`config.mk`:
```
export PLATFORM = sky130hd
export DESIGN_NAME = gate_truth_sequencer
export DESIGN_NICKNAME = d
export VERILOG_FILES = /design/src/rtl/gate_truth_sequencer.sv
export SDC_FILE = /design/constraint.sdc
export NUM_CORES = 1
export LEC_CHECK = 0
export CORE_AREA = 5 5 70 72
export DETAILED_ROUTE_END_ITERATION = 6
export DIE_AREA = 0 0 75 77
export DONT_BUFFER_PORTS = 1
export HOLD_SLACK_MARGIN = 0.08
export PLACE_DENSITY_LB_ADDON = 0.25
export SYNTH_ARGS = -nofsm -noshare
export SYNTH_HDL_FRONTEND = slang
export SYNTH_SLANG_ARGS = --single-unit
```
`constraint.sdc`:
```
create_clock -name clk -period 3 [get_ports clk]
set_input_delay 0.6 -clock clk [delete_from_list [all_inputs] [get_ports clk]]
set_output_delay 0.6 -clock clk [all_outputs]
set_load 0.01 [all_outputs]
```
`src/rtl/gate_truth_sequencer.sv`:
```
// gate_truth_sequencer
// Walks the operand pair (a,b) through 00, 01, 10, 11, waits a settle interval
// per vector, samples the 7 gate outputs and compares them with the expected
// truth table. Mismatch count and a sticky per-bit fail vector are kept per run.
// Optional build macro: GATE_SEQ_STOP_ON_FAIL_EN (end the run at the first mismatch).
module gate_truth_sequencer #(
    parameter int SETTLE_CYCLES = 2,
    parameter int PASSES        = 1,
    parameter int CNT_W         = 8
) (
    input  logic             clk,
    input  logic             rst_n,
    input  logic             start,
    output logic             a,
    output logic             b,
    input  logic [6:0]       gate_out,
    output logic             busy,
    output logic             done,
    output logic             pass,
    output logic [CNT_W-1:0] err_cnt,
    output logic [6:0]       fail_vec
);

    localparam int SW = (SETTLE_CYCLES > 0) ? $clog2(SETTLE_CYCLES + 1) : 1;
    localparam int PW = (PASSES > 1) ? $clog2(PASSES) : 1;

`ifdef GATE_SEQ_STOP_ON_FAIL_EN
    localparam bit STOP_ON_FAIL = 1'b1;
`else
    localparam bit STOP_ON_FAIL = 1'b0;
`endif

    typedef enum logic [2:0] {
        S_IDLE,
        S_DRIVE,
        S_SETTLE,
        S_SAMPLE,
        S_DONE
    } state_t;

    state_t           state_q, state_d;
    logic             a_q, a_d;
    logic             b_q, b_d;
    logic             busy_q, busy_d;
    logic             done_q, done_d;
    logic             pass_q, pass_d;
    logic [CNT_W-1:0] err_q, err_d;
    logic [6:0]       fail_q, fail_d;
    logic [1:0]       vec_q, vec_d;
    logic [PW-1:0]    pidx_q, pidx_d;
    logic [SW-1:0]    cnt_q, cnt_d;

    logic [6:0]       exp_vec;
    logic [6:0]       diff;
    logic             last_vec;

    // Expected gate results for the operands currently driven, and the per-bit mismatch.
    always_comb begin
        exp_vec  = {~a_q, a_q & b_q, a_q | b_q, ~(a_q & b_q), ~(a_q | b_q), a_q ^ b_q, ~(a_q ^ b_q)};
        diff     = gate_out ^ exp_vec;
        last_vec = (vec_q == 2'd3) && (pidx_q == PW'(PASSES - 1));
    end

    // Next-state and next-output computation for the sequencer FSM.
    always_comb begin
        // NOTE: every *_d gets its hold value first, so no path leaves a variable
        // unassigned and no latch is inferred.
        state_d = state_q;
        a_d     = a_q;
        b_d     = b_q;
        busy_d  = busy_q;
        done_d  = 1'b0;
        pass_d  = pass_q;
        err_d   = err_q;
        fail_d  = fail_q;
        vec_d   = vec_q;
        pidx_d  = pidx_q;
        cnt_d   = cnt_q;

        case (state_q)
            S_IDLE: begin
                if (start) begin
                    state_d = S_DRIVE;
                    busy_d  = 1'b1;
                    pass_d  = 1'b0;
                    err_d   = '0;
                    fail_d  = '0;
                    vec_d   = '0;
                    pidx_d  = '0;
                end
            end
            S_DRIVE: begin
                a_d     = vec_q[1];
                b_d     = vec_q[0];
                cnt_d   = SW'(SETTLE_CYCLES);
                state_d = (SETTLE_CYCLES == 0) ? S_SAMPLE : S_SETTLE;
            end
            S_SETTLE: begin
                cnt_d = cnt_q - SW'(1);
                if (cnt_q == SW'(1)) begin
                    state_d = S_SAMPLE;
                end
            end
            S_SAMPLE: begin
                if (diff != 7'd0) begin
                    if (err_q != {CNT_W{1'b1}}) begin
                        err_d = err_q + CNT_W'(1);
                    end
                    fail_d = fail_q | diff;
                end
                if (last_vec || (STOP_ON_FAIL && (diff != 7'd0))) begin
                    // done and pass are raised on entry to DONE so they are visible
                    // during the DONE cycle; pass already includes this final sample.
                    state_d = S_DONE;
                    done_d  = 1'b1;
                    pass_d  = (err_d == '0);
                end else if (vec_q != 2'd3) begin
                    vec_d   = vec_q + 2'd1;
                    state_d = S_DRIVE;
                end else begin
                    vec_d   = 2'd0;
                    pidx_d  = pidx_q + PW'(1);
                    state_d = S_DRIVE;
                end
            end
            S_DONE: begin
                state_d = S_IDLE;
                busy_d  = 1'b0;
            end
            default: state_d = S_IDLE;
        endcase
    end

    // State and output registers; reset returns everything to the idle values.
    always_ff @(posedge clk or negedge rst_n) begin
        // NOTE: sequential state uses non-blocking assignments only.
        if (!rst_n) begin
            state_q <= S_IDLE;
            a_q     <= 1'b0;
            b_q     <= 1'b0;
            busy_q  <= 1'b0;
            done_q  <= 1'b0;
            pass_q  <= 1'b0;
            err_q   <= '0;
            fail_q  <= '0;
            vec_q   <= '0;
            pidx_q  <= '0;
            cnt_q   <= '0;
        end else begin
            state_q <= state_d;
            a_q     <= a_d;
            b_q     <= b_d;
            busy_q  <= busy_d;
            done_q  <= done_d;
            pass_q  <= pass_d;
            err_q   <= err_d;
            fail_q  <= fail_d;
            vec_q   <= vec_d;
            pidx_q  <= pidx_d;
            cnt_q   <= cnt_d;
        end
    end

    assign a        = a_q;
    assign b        = b_q;
    assign busy     = busy_q;
    assign done     = done_q;
    assign pass     = pass_q;
    assign err_cnt  = err_q;
    assign fail_vec = fail_q;

endmodule

```
==> results by group <==
STA
  • Max Clock Skew: 0.008461 ns
  • Setup total negative slack: 0 ns
  • Hold Fails Final Rpt: 0
  • Final Critical Period: 2.543 ns
  • Setup Viol. Count Final: 0
  • Rel. slew slack: 58.55%
  • Worst slew pin tran: 0.6152 ns
  • Max Slew Vio Count: 0
  • Fin crit share: 84.76%
  • Fmax: 0.3932 GHz
  • RSZ-0062 raised after global routing: false

Floorplanning
  • Starting density of the core: 37.74%
  • Die X: 75 um
  • Die area: 5775 sq um
  • Core box area: 4234 sq um
  • Die Y: 77 um
  • FP Rows: 24
  • # IOs: 30

Power
  • Switching power: 631.7 uW
  • Sw frac: 40.89%
  • P_int: 913.2 uW
  • PwrDens: 903.9 nW/um^2
  • Leakage: 0.0007188 uW
  • Clock power share: 19.5%
  • VDD IR max: 373.2 uV
  • Comb pwr share: 36.2%
  • Reg power frac: 44.3%

Logic synthesis
  • Sequential fraction of the synthesis area: 43.85%
  • Top cell type by total area after synthesis: dfrtp_1
  • Gate Count Post-Synth: 177
  • Post-synthesis adder-cell area fraction: 3.915%
  • Fraction of the mapped netlist area in compound gates: 18.87%
  • Post-synthesis net count: 192
  • Syn Area/Cell: 9.027 sq um
  • Post-synth top area share: 43.85%
  • Seq cells post-synth: 28
  • Number of synthesized flops with an enable pin: 0
  • Most frequent cell after synthesis: dfrtp_1
  • Commonest cells post-synth: dfrtp_1, nor2_1, a21oi_1, nand2_1, o21ai_0
  • Post-Synth Simple-Gate Area: 22.24%
  • Synth warn: 0
  • Commonest register cell after synthesis: dfrtp_1
  • Xor-xnor portion of the synthesized cell area: 4.933%
  • Mapped Area: 1598 sq um
  • Largest family of logic cells by synthesized area: simple AND/OR/NAND/NOR gates
  • Largest cells by area after synthesis: dfrtp_1, a21oi_1, o21ai_0, nor2_1, nand2_1
  • Synth unique cells: 37
  • Mux share of post-synthesis cell area: 1.253%
  • Async SR Flop Fraction: 100.0%

CTS
  • Worst-path clk slew: 0.11 ns
  • H-tree Lvls: 1
  • Num CTS Buffers: 3
  • CTS tree: done
  • Cts repair resizes: 0
  • Clk root buf: clkbuf_8
  • Longest Clk Path Bufs: 2
  • Total setup buffers inserted after CTS: 0
  • Clk sink count: 28
  • Clock latency on the worst-skew pair: 0.27 ns

Drt
  • Avg WL per Cell: 16.19 um
  • Post-DRT Antenna Nets: 0
  • Drt pass-1 iters: 6
  • First DRT Iteration DRCs: 176
  • Via density: 5.566
  • Drt drc: 0
  • Routed WL: 3659 um
  • Vias post-DR: 1258

Finish
  • Share of post-route cells with drive strength above 1: 8.621%
  • Area growth syn-to-layout: 6.970%
  • Diodes inserted: 0
  • Post-layout util: 40.37%
  • Layout Nets: 190
  • Fin cells: 226

Flow run
  • Max_cap viols: 0

GRT
  • Largest net degree at the start of global routing: 29
  • GRT overflow: 0
  • First-pass GRT wire length: 6030 um
  • Vias in the first global route: 1193
  • GRT Total Usage: 13.10%
  • Initial antenna violation count: 0

Placement
  • Port Buffers: 0
  • Final GP Congestion: 1.001
  • # placed instances: 221
  • DP HPWL: 2702 um

Critical path
  • Worst setup SP type: flip-flop
  • Crit end category: flip-flop
  • Worst Path Required: 3.16 ns
  • R2R depth: 8
  • FF-to-FF Start: a
  • Setup CP Type: flip-flop to flip-flop
  • Crit path from: a
  • Arr. time, crit path: 2.70 ns
  • Worst-path fanout max: 11
  • Flop2flop setup slack: 0.46 ns
  • FF-to-FF End: pass

Hold path
  • Hold Path Class: primary input to async pin

Status
  • Outcome: finished clean
## metrics by stage
stage	power (uW)	hold WS [ns]	cell area, sq um	setup WS, ns
floorplan	1106	0.3044	1598	0.7493
global placement	1222	0.3052	1618	0.5619
detailed placement	1241	0.3052	1618	0.5023
CTS	1554	0.1305	1709	0.4550
global route	1663	0.1173	1709	0.2510
finish	1545	0.1235	1709	0.4571
## routing by layer
metal	global-route usage [%]	up-vias	wire [um]
met5	0	-	0
met4	4.270	0	60
met3	2.353	7	172
met2	19.77	41	1744
met1	18.61	596	1682
li1	-	614	-
## kinds of logic after synthesis
logic type	count (synthesis)
multiplexers	2
buffers and inverters	16
adder cells (fa/ha/maj)	5
XOR/XNOR	9
AO/OA/AOI/OAI	49
AND/OR/NAND/NOR	68
flip-flops	28
## worst max-delay path, cell delays in order (launching register included)
cell and delay (ns):
dfrtp_1 0.47, inv_1 0.10, ha_1 0.37, or3b_1 0.38
a22oi_2 0.26, and2_4 0.26, and4bb_2 0.25, a211oi_1 0.25
o31ai_1 0.10
## power groups by stage
stage / Combinational, uW / Sequential, uW / Clock (uW)
finish: 560 / 684 / 301
detailed placement: 548 / 693 / 0
CTS: 561 / 686 / 308
global placement: 531 / 691 / 0
global route: 635 / 704 / 324
floorplan: 492 / 614 / 0
## how the worst max path moves through the flow
stage                end  slack [ns]  depth (start not counted)
floorplan           pass        0.75                          8
global placement    pass        0.56                          8
detailed placement  pass        0.50                          8
CTS                 pass        0.45                          8
global route        pass        0.25                          8
finish              pass        0.46                          8
## sequential cells by signal (all words and copies together), names as in the netlist
signal and cells:
err_cnt 8, fail_vec 7, state_q 3, cnt_q 2, vec_q 2, a 1
b 1, busy 1, done 1, pass 1, pidx_q 1
## final cells by class
class / instances / area (sq um)
clock buffers: 3 / 41.29
flip-flops and latches: 28 / 700.7
multi-input cells: 133 / 818.3
well taps: 52 / 65.06
repair buffers: 2 / 27.53
fillers: 400 / 2525
clock inverters: 1 / 30.03
inverters: 7 / 26.28
## cells in the final DEF (no fill, tap or decap), drive strengths merged, types with 2 or more instances in the layout
cell type and instances:
and3 2, xnor2 6, buf 2, nor2b 2, or3b 3, or2 2, nor2 19, ha 5
a21oi 19, a211oi 4, nor3b 2, nand4 2, clkbuf 3, mux2i 2, inv 7, nand3b 5
o31ai 3, nand2 18, dfrtp 28, xor2 3, nand3 6, o21ai 16, nor3 4
## what timing repair did
action,CTS,global route
endpoints found under the setup margin,0,0
hold buffers,1,0
endpoints found under the hold margin,28,0
Power figures use the tool's default switching activity.
